File: src/rtl/fft_pkg.sv
// Shared FFT constants and the stage address-generator state encoding.
// Used by both the read-side and write-side stage address generators.
package fft_pkg;

    localparam int FFT_N    = 16;  // FFT length, power of two
    localparam int FFT_SIZE = 4;   // log2(FFT_N), address width
    localparam int STG_W    = 3;   // stage index width, 2**STG_W >= FFT_SIZE

    typedef enum logic [2:0] {
        S_IDLE   = 3'd0,
        S_WAIT   = 3'd1,
        S_WR_TOP = 3'd2,
        S_WR_BOT = 3'd3,
        S_DONE   = 3'd4
    } state_t;

endpackage

File: src/rtl/addres_wr_generator_if.sv
// Handshake and memory-write bus between the butterfly unit / sequencer
// (master) and the write address generator (slave).
interface addres_wr_generator_if #(
    parameter int SIZE  = fft_pkg::FFT_SIZE,
    parameter int STG_W = fft_pkg::STG_W
) ();

    logic             start_stage;
    logic [STG_W-1:0] stage;
    logic             wr_valid;
    logic             wr_ready;
    logic             en_wr;
    logic [SIZE-1:0]  wr_ptr;
    logic             wr_sel;
    logic             busy;
    logic             stage_done;

    modport master (
        output start_stage, stage, wr_valid,
        input  wr_ready, en_wr, wr_ptr, wr_sel, busy, stage_done
    );

    modport slave (
        input  start_stage, stage, wr_valid,
        output wr_ready, en_wr, wr_ptr, wr_sel, busy, stage_done
    );

endinterface

File: src/rtl/fft_bf_addr_map.sv
// In-place radix-2 butterfly address map: butterfly index k and stage
// select the top/bottom operand addresses. Purely combinational.
module fft_bf_addr_map #(
    parameter int SIZE  = fft_pkg::FFT_SIZE,
    parameter int STG_W = fft_pkg::STG_W
) (
    input  logic [SIZE-2:0]  i_k,
    input  logic [STG_W-1:0] i_stage,
    output logic [SIZE-1:0]  o_top,
    output logic [SIZE-1:0]  o_bot
);

    logic [SIZE-1:0] w_k;
    logic [SIZE-1:0] w_span;
    logic [SIZE-1:0] w_hi;
    logic [SIZE-1:0] w_lo;

    // Insert a zero at bit 'stage' of k to get top; bottom is top + span.
    // Stage is clamped upstream, so top has bit 'stage' clear and bot never wraps.
    always_comb begin
        w_k    = {1'b0, i_k};
        w_span = SIZE'(1) << i_stage;
        w_hi   = ((w_k >> i_stage) << i_stage) << 1;
        w_lo   = w_k & (w_span - SIZE'(1));
        o_top  = w_hi | w_lo;
        o_bot  = o_top + w_span;
    end

endmodule

File: src/rtl/addres_wr_generator.sv
// Write-side address generator for one FFT butterfly stage.
// Takes one result pair per handshake, writes top then bottom at the
// in-place addresses, and pulses stage_done after the last pair.
module addres_wr_generator #(
    parameter int N     = fft_pkg::FFT_N,
    parameter int SIZE  = fft_pkg::FFT_SIZE,
    parameter int STG_W = fft_pkg::STG_W
) (
    input  logic                 clk,
    input  logic                 rst_n,
    addres_wr_generator_if.slave bus
);

    import fft_pkg::*;

    localparam logic [SIZE-2:0] LAST_K = (SIZE-1)'(N/2 - 1);

    state_t           r_state;
    state_t           w_next;
    logic [SIZE-2:0]  r_k;
    logic [STG_W-1:0] r_stage;
    logic [STG_W-1:0] w_stage_in;
    logic [SIZE-1:0]  w_top;
    logic [SIZE-1:0]  w_bot;

    // Stages beyond the last real one behave as the last stage.
    assign w_stage_in = (int'(bus.stage) >= SIZE) ? STG_W'(SIZE-1) : bus.stage;

    fft_bf_addr_map #(
        .SIZE  (SIZE),
        .STG_W (STG_W)
    ) u_map (
        .i_k     (r_k),
        .i_stage (r_stage),
        .o_top   (w_top),
        .o_bot   (w_bot)
    );

    // State register plus butterfly counter and latched stage.
    always_ff @(posedge clk or negedge rst_n) begin
        if (!rst_n) begin
            r_state <= S_IDLE;
            r_k     <= '0;
            r_stage <= '0;
        end else begin
            r_state <= w_next;
            if (r_state == S_IDLE && bus.start_stage) begin
                r_stage <= w_stage_in;
                r_k     <= '0;
            end else if (r_state == S_WR_BOT) begin
                r_k <= r_k + (SIZE-1)'(1);
            end
        end
    end

    // Next-state: a start is only seen in IDLE, a pair only in WAIT.
    always_comb begin
        w_next = r_state;
        case (r_state)
            S_IDLE:   if (bus.start_stage) w_next = S_WAIT;
            S_WAIT:   if (bus.wr_valid)    w_next = S_WR_TOP;
            S_WR_TOP: w_next = S_WR_BOT;
            S_WR_BOT: w_next = (r_k == LAST_K) ? S_DONE : S_WAIT;
            S_DONE:   w_next = S_IDLE;
            default:  w_next = S_IDLE;
        endcase
    end

    // Registered outputs decoded from next state, so they line up with r_state.
    // r_k still holds the current pair in both write states (it steps leaving WR_BOT).
    always_ff @(posedge clk or negedge rst_n) begin
        if (!rst_n) begin
            bus.wr_ready   <= 1'b0;
            bus.en_wr      <= 1'b0;
            bus.wr_ptr     <= '0;
            bus.wr_sel     <= 1'b0;
            bus.busy       <= 1'b0;
            bus.stage_done <= 1'b0;
        end else begin
            bus.wr_ready   <= (w_next == S_WAIT);
            bus.en_wr      <= (w_next == S_WR_TOP) || (w_next == S_WR_BOT);
            bus.wr_sel     <= (w_next == S_WR_BOT);
            bus.busy       <= (w_next != S_IDLE);
            bus.stage_done <= (w_next == S_DONE);
            case (w_next)
                S_WR_TOP: bus.wr_ptr <= w_top;
                S_WR_BOT: bus.wr_ptr <= w_bot;
                default:  bus.wr_ptr <= '0;
            endcase
        end
    end

endmodule

File: src/flat_wrapper.sv
// flat-port wrapper written by rule: the top's interface ports become plain ports
module addres_wr_generator_flat import fft_pkg::*;
#(
    parameter int N     = fft_pkg::FFT_N,
    parameter int SIZE  = fft_pkg::FFT_SIZE,
    parameter int STG_W = fft_pkg::STG_W
)
  (clk, rst_n, bus_start_stage, bus_stage, bus_wr_valid, bus_wr_ready, bus_en_wr, bus_wr_ptr, bus_wr_sel, bus_busy, bus_stage_done);
  addres_wr_generator_if #(.SIZE(SIZE), .STG_W(STG_W)) bus_i ();
  input  logic clk;
  input  logic rst_n;
  input wire logic [$bits(bus_i.start_stage)-1:0] bus_start_stage;
  input wire logic [$bits(bus_i.stage)-1:0] bus_stage;
  input wire logic [$bits(bus_i.wr_valid)-1:0] bus_wr_valid;
  output wire logic [$bits(bus_i.wr_ready)-1:0] bus_wr_ready;
  output wire logic [$bits(bus_i.en_wr)-1:0] bus_en_wr;
  output wire logic [$bits(bus_i.wr_ptr)-1:0] bus_wr_ptr;
  output wire logic [$bits(bus_i.wr_sel)-1:0] bus_wr_sel;
  output wire logic [$bits(bus_i.busy)-1:0] bus_busy;
  output wire logic [$bits(bus_i.stage_done)-1:0] bus_stage_done;
  assign bus_i.start_stage = bus_start_stage;
  assign bus_i.stage = bus_stage;
  assign bus_i.wr_valid = bus_wr_valid;
  assign bus_wr_ready = bus_i.wr_ready;
  assign bus_en_wr = bus_i.en_wr;
  assign bus_wr_ptr = bus_i.wr_ptr;
  assign bus_wr_sel = bus_i.wr_sel;
  assign bus_busy = bus_i.busy;
  assign bus_stage_done = bus_i.stage_done;
  addres_wr_generator #(.N(N), .SIZE(SIZE), .STG_W(STG_W)) u_core (.clk(clk), .rst_n(rst_n), .bus(bus_i));
endmodule
File: config.mk
export PLATFORM = sky130hd
export DESIGN_NAME = addres_wr_generator_flat
export DESIGN_NICKNAME = d
export VERILOG_FILES = /design/src/rtl/fft_pkg.sv /design/src/rtl/addres_wr_generator_if.sv /design/src/rtl/fft_bf_addr_map.sv /design/src/rtl/addres_wr_generator.sv /design/src/flat_wrapper.sv
export SDC_FILE = /design/constraint.sdc
export NUM_CORES = 1
export LEC_CHECK = 0
export CAP_MARGIN = 40
export CORE_ASPECT_RATIO = 0.7
export CORE_UTILIZATION = 50
export CTS_BUF_LIST = sky130_fd_sc_hd__clkbuf_16
export CTS_CLUSTER_DIAMETER = 200
export DETAILED_ROUTE_END_ITERATION = 8
export PLACE_DENSITY_LB_ADDON = 0.15
export SLEW_MARGIN = 20
export SYNTH_ARGS = -nofsm -noshare
export SYNTH_HDL_FRONTEND = slang
export SYNTH_HIERARCHICAL = 1
export SYNTH_SLANG_ARGS = --single-unit
File: constraint.sdc
create_clock -name clk -period 2.6 [get_ports clk]
set_input_delay 0.39 -clock clk [delete_from_list [all_inputs] [get_ports clk]]
set_output_delay 0.39 -clock clk [all_outputs]
set_load 0.03 [all_outputs]
Yosys cells after proc, flatten, opt, wreduce, memory -nomap -nowiden
Cells that the tools add are included.
W data, S select, Z words.
{"block": "totals", "regBits": 18, "out_inout_bits": 9}
{"block": "classes", "n_addsub": 3, "magnitude_cmp": 1, "n_eq_ne": 8, "shift": 3, "n_mux": 8, "bitwise_logic": 2, "reduce_logical": 5}
{"cell": "$mux W3", "n": 6}
{"cell": "$eq A3 B2 Y1 const B", "n": 4}
{"cell": "$pmux W3 S4", "n": 1}
{"cell": "$pmux W4 S2", "n": 1}
{"cell": "$eq A3 B1 Y1 const B", "n": 2}
{"cell": "$eq A3 B3 Y1 const B", "n": 2}
{"cell": "$add A4 B4 Y4", "n": 1}
{"cell": "$and A3 B4 Y4", "n": 1}
{"cell": "$or A4 B4 Y4", "n": 1}
{"cell": "$shl A1 B3 Y4 const A", "n": 1}
{"cell": "$shl A4 B3 Y3", "n": 1}
{"cell": "$shr A3 B3 Y4", "n": 1}
{"cell": "$sub A4 B1 Y4 const B", "n": 1}
{"cell": "$add A3 B1 Y3 const B", "n": 1}
{"cell": "$ge A3 B3 Y1 const B", "n": 1}
{"cell": "$logic_not A3 Y1", "n": 1}
{"cell": "$reduce_bool A3 Y1", "n": 1}
{"cell": "$reduce_bool A2 Y1", "n": 1}
{"cell": "$logic_and A1 B1 Y1", "n": 1}
{"cell": "$logic_or A1 B1 Y1", "n": 1}

Depth between registers and ports, before layout
Gate-level depths: netlist of the first run.
{"block": "depth", "word_depth": 6, "mapped_depth": 12, "depth_no_buf": 12}

By module
The synthesis of the first run kept the hierarchy.
{"mod": "addres_wr_generator", "instances": 1, "cells_per_inst": 68, "area_each_um2": 747.0, "seq_area_each_um2": 450.4}
{"mod": "fft_bf_addr_map", "instances": 1, "cells_per_inst": 31, "area_each_um2": 219.0, "seq_area_each_um2": 0.0}

Worst setup path before layout of the first run
OpenSTA, ideal clock, no wires.
{"block": "synth_timing", "kind": "reg2reg", "start": "register u_core.r_stage[2]", "end": "register u_core.bus.wr_ptr[3]", "setup_ns": 0.132, "arrival_ns": 2.040, "t_required_ns": 2.468, "path_slack_ns": 0.428, "stages_incl_launch_ff": 13, "n_path_buf": 0, "period_less_slack_ns": 2.172, "path_cell_list": "dfrtp_1 nor2_1 and2_2 inv_1 ha_1 nor4b_2 o21ai_1 o21ai_0 ha_1 a21oi_1 xnor2_1 a22oi_1 nor2_1"}
{"block": "synth_via", "elab_chain_len": 6}
{"element": "from (decl)", "line": "addres_wr_generator.sv:21", "rtl": "logic [STG_W-1:0] r_stage;"}
{"element": "from (signal assigned)", "line": "addres_wr_generator.sv:48", "rtl": "r_stage <= w_stage_in;"}
{"element": "$shl A1 B3 Y4", "line": "fft_bf_addr_map.sv:22", "rtl": "w_span = SIZE'(1) << i_stage;"}
{"element": "$sub A4 B1 Y4", "line": "fft_bf_addr_map.sv:24", "rtl": "w_lo = w_k & (w_span - SIZE'(1));"}
{"element": "$and A3 B4 Y4", "line": "fft_bf_addr_map.sv:24"}
{"element": "$or A4 B4 Y4 *", "line": "fft_bf_addr_map.sv:25", "rtl": "o_top = w_hi | w_lo;"}
{"element": "via u_core.w_top[2]", "line": "addres_wr_generator.sv:23", "rtl": "logic [SIZE-1:0] w_top;"}
{"element": "$add A4 B4 Y4 *", "line": "fft_bf_addr_map.sv:26", "rtl": "o_bot = o_top + w_span;"}
{"element": "via u_core.w_bot[3]", "line": "addres_wr_generator.sv:24", "rtl": "logic [SIZE-1:0] w_bot;"}
{"element": "$pmux W4 S2 *", "line": "addres_wr_generator.sv:85", "rtl": "case (w_next)"}
{"element": "to (signal assigned)", "line": "addres_wr_generator.sv:86", "rtl": "S_WR_TOP: bus.wr_ptr <= w_top;"}
{"element": "to (signal assigned)", "line": "addres_wr_generator.sv:87", "rtl": "S_WR_BOT: bus.wr_ptr <= w_bot;"}
{"element": "to (decl)", "line": "addres_wr_generator_if.sv:25", "rtl": "output wr_ready, en_wr, wr_ptr, wr_sel, busy, stage_done"}
Mark *: on every way through the listed nets, which the timed path passes. The rest lies on a longest branch.
A chain may end at the register's enable or synchronous reset.

Worst setup path in the final report of the first run
{"block": "layout_timing", "start": "register u_core.r_stage[1]", "end": "register u_core.bus.wr_ptr[3]"}
The elaborated chain is that of the path after synthesis.

==> key figures, run 1 <==
Placement
  • IO Port Bufs: 15
  • Routability cong.: 0.812
  • HPWL after detailed placement: 1280 microns

STA
  • Max-slew violation count: 0
  • Slew @ Worst Pin: 0.516 ns
  • Tmin final: 2.36 ns
  • Final setup violating endpoints: 0
  • Hold Fails Final Rpt: 0
  • Rel. slew slack: 0.656
  • Sum of negative setup slack: 0 ns
  • Final setup skew: 0.00522 ns
  • RSZ-0062 raised after global routing: no
  • Ratio of final minimum period to clock period: 0.908
  • Hold slack final: 0.439 ns
  • Max Freq: 0.423 GHz

Logic synthesis
  • Yosys Warn Count: 6
  • Largest cells by area after synthesis: dfrtp_1 47%, nor2_1 6.6%, ha_1 6.5%
  • Syn nets: 112
  • Top-area cell type share of the netlist area: 0.466
  • Synth Instances: 99
  • Primary FF master, synth: dfrtp_1
  • Async SR Flop Fraction: 1.00
  • Synthesized area: 966 sq um
  • Post-synthesis sequential area ratio: 0.466
  • Largest area contributor in the netlist: dfrtp_1
  • Post-synth EDFFs: 0
  • Yosys cell types: 30
  • Yosys reg bits: 18
  • Syn_area_per_cell: 9.76 sq um

Clocking
  • CTS Root Cell: clkbuf_16
  • Clock buffer count from CTS: 3
  • CTS sink count: 18
  • Post-CTS setup buffers: 0
  • Clk buf depth: 2
  • PostCTS Resize Cnt: 0
  • TritonCTS clock tree: yes
  • Clock latency on the worst-skew pair: 0.25 ns
  • Clock H-tree levels: 1
  • Cts hold-fix bufs: 0
  • Clk slew on worst S/H paths: 0.05 ns

Route
  • Post-DR wirelength/cell: 13.0 microns
  • Drt total wl: 1770 microns
  • Final ANT Viol Nets: 0
  • Initial DRC count: 15
  • DR DRC count: 0
  • Vias: 717
  • Via/cell ratio: 5.27
  • DRT Pass-1 Iters: 4

Global routing
  • GRT Residual Overflow: 0
  • Largest net degree at the start of global routing: 19
  • Initial antenna violation count: 0
  • Global-route wire length before repair: 3050 microns
  • Vias in the first global route: 655
  • GRT Overall Usage: 0.221

Die
  • Core Footprint: 1700 sq um
  • Die W: 54.5 microns
  • Die Ht: 38.8 microns
  • Die area: 2110 sq um
  • Initial core utilization: 0.569
  • Num ports: 16
  • Row count: 12

Power
  • Net Sw Power: 0.000603 W
  • Pint: 0.000924 W
  • Pwr dens: 1250 nW/um^2
  • VDD IR max: 0.928 mV
  • Leak: 0.551 nW
  • Logic pwr share: 0.468
  • Switching share of power: 0.395
  • Clk pwr share: 0.198
  • Part of the power in registers: 0.334
  • Pwr Total: 0.00153 W

Status
  • Status: completed

Setup path
  • CP Data Arrival Time: 2.47 ns
  • Crit path max fanout: 8
  • Critical Setup Path Class: flop to flop
  • Beginning of the worst register-to-register path: u_core/r_stage[1]
  • Startpoint Class: flop
  • Crit path capture type: flop
  • Req. time, crit path: 2.71 ns
  • Critical path launch point: u_core/r_stage[1]

Worst hold path
  • Hold WC Path Type: input port to asynchronous set/reset pin

Run
  • Max Cap Viol: 0

Final layout
  • Antenna cell count: 0
  • Share of layout cells above drive strength 1: 0.104
  • Nets: 129
  • Layout area overhead: 26.4%
==> cell families (layout without fill, tap and decap cells) <==
group                      Yosys count  count (layout)  share of synthesized area
AOI/OAI and AO/OA                   16              16                      0.108
xor gates and xnor gates             2               2                     0.0181
adders and majority gates            6               6                     0.0855
buffers and inverters               12              28                     0.0505
DFF                                 18              18                      0.466
muxes                                1               1                     0.0104
other                                1               1                    0.00388
and+or+nand+nor                     43              43                      0.258
==> area by class of cell <==
class,instances,area (sq um)
tap,21,26.3
sequential,18,454
clock buffer,3,75.1
inverter,8,30.0
timing repair buffer,16,161
multi-input combinational,69,470
fill,120,475
clock inverter,1,3.75
==> worst paths after layout <==
check | endpoint | slack [ns] | cells after the start
max | u_core/bus.wr_ptr[3] | 0.24 | 12
min | u_core/r_k[1] | 0.44 | 1
max reg2reg | u_core/bus.wr_ptr[3] | 0.24 | 12
min reg2reg | u_core/r_stage[2] | 0.63 | 1
max in group asynchronous | u_core/r_stage[0] | 1.72 | 2
min in group clk | u_core/r_stage[2] | 0.63 | 1
==> synth_stat cells (all sizes together), types with 3 or more instances <==
library cell,number
and2,3
a22oi,5
dfrtp,18
nor3,8
o21ai,3
ha,5
a21oi,4
nor2b,3
buf,4
nand2,3
nor2,17
inv,8
==> worst max-delay path, cell delays in order (launching register included) <==
cell and delay (ns):
dfrtp_2 0.46, nor2_1 0.11, and2_2 0.16, inv_1 0.07
ha_1 0.24, nor4b_2 0.22, o21ai_1 0.10, o21ai_1 0.12
ha_1 0.29, a21oi_2 0.15, xnor2_1 0.08, a22oi_1 0.15
nor2_1 0.07
==> routing by layer <==
layer | vias to the layer above | share of wire | wire (microns) | global-route usage
met5 | - | 0 | 0 | 0
met4 | 0 | 0.0062 | 11 | 0.0769
met3 | 2 | 0.048 | 85 | 0.0824
met2 | 20 | 0.46 | 822 | 0.335
met1 | 329 | 0.48 | 849 | 0.288
li1 | 366 | - | - | -
==> flip-flops by register name, summed over array words and instances, names as in the netlist <==
| name | cells |
|---|---|
| u_core/bus.busy | 1 |
| u_core/bus.en_wr | 1 |
| u_core/r_state | 3 |
| u_core/bus.stage_done | 1 |
| u_core/bus.wr_sel | 1 |
| u_core/r_stage | 3 |
| u_core/bus.wr_ptr | 4 |
| u_core/bus.wr_ready | 1 |
| u_core/r_k | 3 |
==> cell usage in the layout, fill, tap and decap left out <==
master,synthesis,layout
clkinv_1,0,1
dfrtp_2,0,3
mux2i_1,1,1
o21a_1,2,2
clkdlybuf4s50_1,0,15
nor3_1,7,7
o21ai_0,2,1
or2_1,1,1
and3_1,1,1
xnor2_1,2,2
nand2_1,3,3
nor2b_1,3,3
a22oi_1,5,5
fa_1,1,1
nor2_1,17,17
ha_1,5,5
clkbuf_16,0,3
a21oi_1,4,3
nor3_2,1,1
and2_1,2,2
nor3b_1,2,2
o31ai_1,1,1
o21ai_1,1,2
inv_1,8,8
conb_1,1,1
nor4b_4,1,1
dfrtp_1,18,15
nor4b_2,1,1
a221oi_1,1,1
and3b_1,2,2
buf_6,0,1
a21oi_2,0,1
and2_2,1,1
or3_1,1,1
==> power groups by stage <==
stage	clock (W)	sequential, W	combinational, W
after floorplan	0	0.000545	0.000463
after global placement	0	0.000497	0.000680
after detailed placement	0	0.000508	0.000696
after CTS	0.000310	0.000508	0.000702
after global routing	0.000321	0.000529	0.000794
final	0.000302	0.000511	0.000714
==> metrics by stage <==
| stage | utilization | worst slack [ns] | area, sq um | instances |
|---|---|---|---|---|
| floorplan | - | 0.428 | 966 | 99 |
| global placement | 0.662 | 0.300 | 1120 | 131 |
| detailed placement | 0.662 | 0.185 | 1120 | 131 |
| CTS | 0.709 | 0.162 | 1200 | 135 |
| global route | 0.720 | 0.0110 | 1220 | 136 |
| finish | 0.720 | 0.238 | 1220 | 136 |
No activity file was read; power rests on OpenSTA's default activity.
==> inputs of run 2 (changes only) <==
--- a/config.mk
+++ b/config.mk
@@ -15,5 +15,4 @@
 export SLEW_MARGIN = 20
 export SYNTH_ARGS = -nofsm -noshare
 export SYNTH_HDL_FRONTEND = slang
-export SYNTH_HIERARCHICAL = 1
 export SYNTH_SLANG_ARGS = --single-unit
==> key figures, run 2 <==
Setup path
  • Worst r2r path cells: 11
  • CP Data Arrival Time: 2.65 ns
  • Req. time, crit path: 2.77 ns
  • Internal reg-to-reg setup slack: 0.12 ns
  • Critical path launch point: u_core.r_stage[1]
  • Beginning of the worst register-to-register path: u_core.r_stage[1]
  • Startpoint Class: flop
  • Reg-to-reg endpoint: u_core.bus.wr_ptr[3]
  • Critical Setup Path Class: flop to flop
  • Crit path max fanout: 5
  • Crit path capture type: flop

Logic synthesis
  • Synthesized area: 966 sq um
  • Synth Instances: 97
  • Largest area contributor in the netlist: dfrtp_1
  • Yosys Warn Count: 0
  • Primary FF master, synth: dfrtp_1
  • Async SR Flop Fraction: 1.00
  • Yosys reg bits: 18
  • Most common library cells after synthesis: 18 x dfrtp_1, 14 x nor2_1, 8 x a21oi_1
  • Largest cells by area after synthesis: dfrtp_1 47%, ha_1 6.5%, nor2_1 5.4%
  • Top-area cell type share of the netlist area: 0.466
  • Most common cell in the synthesized netlist: dfrtp_1
  • Post-synth EDFFs: 0
  • Post-synthesis sequential area ratio: 0.466
  • Syn nets: 110
  • Yosys cell types: 37
  • Syn_area_per_cell: 9.96 sq um

Run
  • Max Cap Viol: 0

Die
  • Core Footprint: 1700 sq um
  • Die W: 54.5 microns
  • Row count: 12
  • Die Ht: 38.8 microns
  • Num ports: 16
  • Initial core utilization: 0.569
  • Die area: 2110 sq um

Global routing
  • Vias in the first global route: 747
  • Initial antenna violation count: 0
  • Largest net degree at the start of global routing: 19
  • GRT Overall Usage: 0.254
  • GRT busiest layer: met2
  • Global-route wire length before repair: 3430 microns
  • Met1 usage: 0.310
  • Grt met2 use: 0.418
  • GRT Residual Overflow: 0
  • Met3 Usage GRT: 0.0706

Route
  • Drt total wl: 2110 microns
  • Via/cell ratio: 5.55
  • Final ANT Viol Nets: 0
  • Post-DR wirelength/cell: 15.1 microns
  • DR DRC count: 0
  • Vias: 777
  • Initial DRC count: 14
  • DRT Pass-1 Iters: 4

Clocking
  • Clock buffer count from CTS: 3
  • Cts hold-fix bufs: 0
  • Clock latency on the worst-skew pair: 0.25 ns
  • CTS Root Cell: clkbuf_16
  • Clock H-tree levels: 1
  • CTS sink count: 18
  • TritonCTS clock tree: yes
  • Clk buf depth: 2
  • Clk slew on worst S/H paths: 0.05 ns

Power
  • Leak: 0.580 nW
  • Net Sw Power: 0.000641 W
  • Logic pwr share: 0.490
  • Pint: 0.000952 W
  • Part of the power in registers: 0.316
  • Pwr Total: 0.00159 W
  • Switching share of power: 0.402
  • VDD IR max: 0.815 mV
  • Clk pwr share: 0.195
  • Pwr dens: 1260 nW/um^2

Final layout
  • Layout area overhead: 30.8%
  • Largest register FFs: 4
  • Antenna cell count: 0
  • Nets: 133
  • FF/Latch Area: 454 sq um
  • Most frequent cells in the layout: 15 x clkdlybuf4s50_1, 15 x dfrtp_1, 14 x nor2_1
  • Multi-input gate area: 487 sq um
  • Biggest register: u_core.bus.wr_ptr
  • Non-Filler Instances: 140
  • Share of layout cells above drive strength 1: 0.168
  • Core Util, Final: 0.745
  • FILL cells: 124

Placement
  • Dpl cells: 132
  • HPWL after detailed placement: 1500 microns
  • Routability cong.: 0.880
  • IO Port Bufs: 15

STA
  • RSZ-0062 raised after global routing: no
  • Sum of negative setup slack: 0 ns
  • Max-slew violation count: 0
  • Final setup skew: 0.00169 ns
  • Hold Fails Final Rpt: 0
  • Tmin final: 2.48 ns
  • Final setup violating endpoints: 0
  • Max Freq: 0.404 GHz
  • Ratio of final minimum period to clock period: 0.952

Worst hold path
  • Hold WC Path Type: input port to asynchronous set/reset pin

Status
  • Status: completed
==> run 2: worst max-delay path, stage by stage (launching register included) <==
cell	delay (ns)
dfrtp_2	0.41
nor2_1	0.05
and2_2	0.22
inv_2	0.05
ha_1	0.15
nand4bb_1	0.14
a21oi_2	0.07
or2_1	0.23
ha_1	0.30
a21oi_1	0.11
or4_4	0.49
a41oi_2	0.18
==> run 2: metrics by stage <==
step / hold slack [ns] / setup WS [ns] / cell area (sq um)
4_1_cts: 0.591 / 0.0405 / 1210
3_5_place_dp: 0.579 / 0.0737 / 1130
2_1_floorplan: 0.0944 / 0.213 / 966
6_report: 0.315 / 0.125 / 1260
3_3_place_gp: 0.564 / 0.134 / 1130
5_1_grt: 0.314 / 0.0131 / 1260
==> run 2: cell families (layout without fill, tap and decap cells) <==
group / Yosys count / after routing / share of synthesized area
adders and majority gates: 6 / 6 / 0.0855
other: 1 / 1 / 0.00388
DFF: 18 / 18 / 0.466
xor gates and xnor gates: 1 / 1 / 0.00907
AOI/OAI and AO/OA: 21 / 21 / 0.155
and+or+nand+nor: 42 / 42 / 0.240
buffers and inverters: 8 / 30 / 0.0401
==> run 2: power groups by stage <==
| stage | logic, W | registers (W) | clock network (W) |
|---|---|---|---|
| after floorplan | 0.000475 | 0.000547 | 0 |
| after global placement | 0.000715 | 0.000492 | 0 |
| after detailed placement | 0.000741 | 0.000499 | 0 |
| after CTS | 0.000746 | 0.000498 | 0.000314 |
| after global routing | 0.000862 | 0.000521 | 0.000327 |
| final | 0.000780 | 0.000503 | 0.000310 |
==> run 2: worst max-delay path by stage <==
stage / end / slack [ns] / depth (start not counted)
floorplan: u_core.bus.wr_ptr[3] / 0.21 / 10
global placement: u_core.bus.wr_ptr[3] / 0.13 / 10
detailed placement: u_core.bus.wr_ptr[3] / 0.07 / 11
CTS: u_core.bus.wr_ptr[3] / 0.04 / 11
global route: u_core.bus.wr_ptr[3] / 0.01 / 11
finish: u_core.bus.wr_ptr[3] / 0.12 / 11
==> run 2: area by class of cell <==
type / instances / share of cell area
multi-input cells: 71 / 0.385
flip-flops and latches: 18 / 0.359
repair buffers: 20 / 0.154
clock buffers: 3 / 0.0594
well taps: 21 / 0.0208
inverters: 6 / 0.0178
clock inverters: 1 / 0.00297
==> run 2: what timing repair did <==
| action | 4_1_cts | 5_1_grt |
|---|---|---|
| buffers inserted | 0 | 3 |
| endpoints found under the setup margin | 0 | 1 |
| gates resized for setup | 0 | 6 |
==> run 2: metal layers <==
metal	vias up	routed length [microns]	share of wire
met5	-	0	0
met4	0	37	0.018
met3	5	111	0.053
met2	23	999	0.47
met1	369	959	0.45
li1	380	-	-
==> inputs of run 3 (changes only) <==
--- a/config.mk
+++ b/config.mk
@@ -5,6 +5,7 @@
 export SDC_FILE = /design/constraint.sdc
 export NUM_CORES = 1
 export LEC_CHECK = 0
+export ABC_AREA = 0
 export CAP_MARGIN = 40
 export CORE_ASPECT_RATIO = 0.7
 export CORE_UTILIZATION = 50
==> results of run 3 <==
The final DEF is identical to that of run 2; final timing and power are the same.
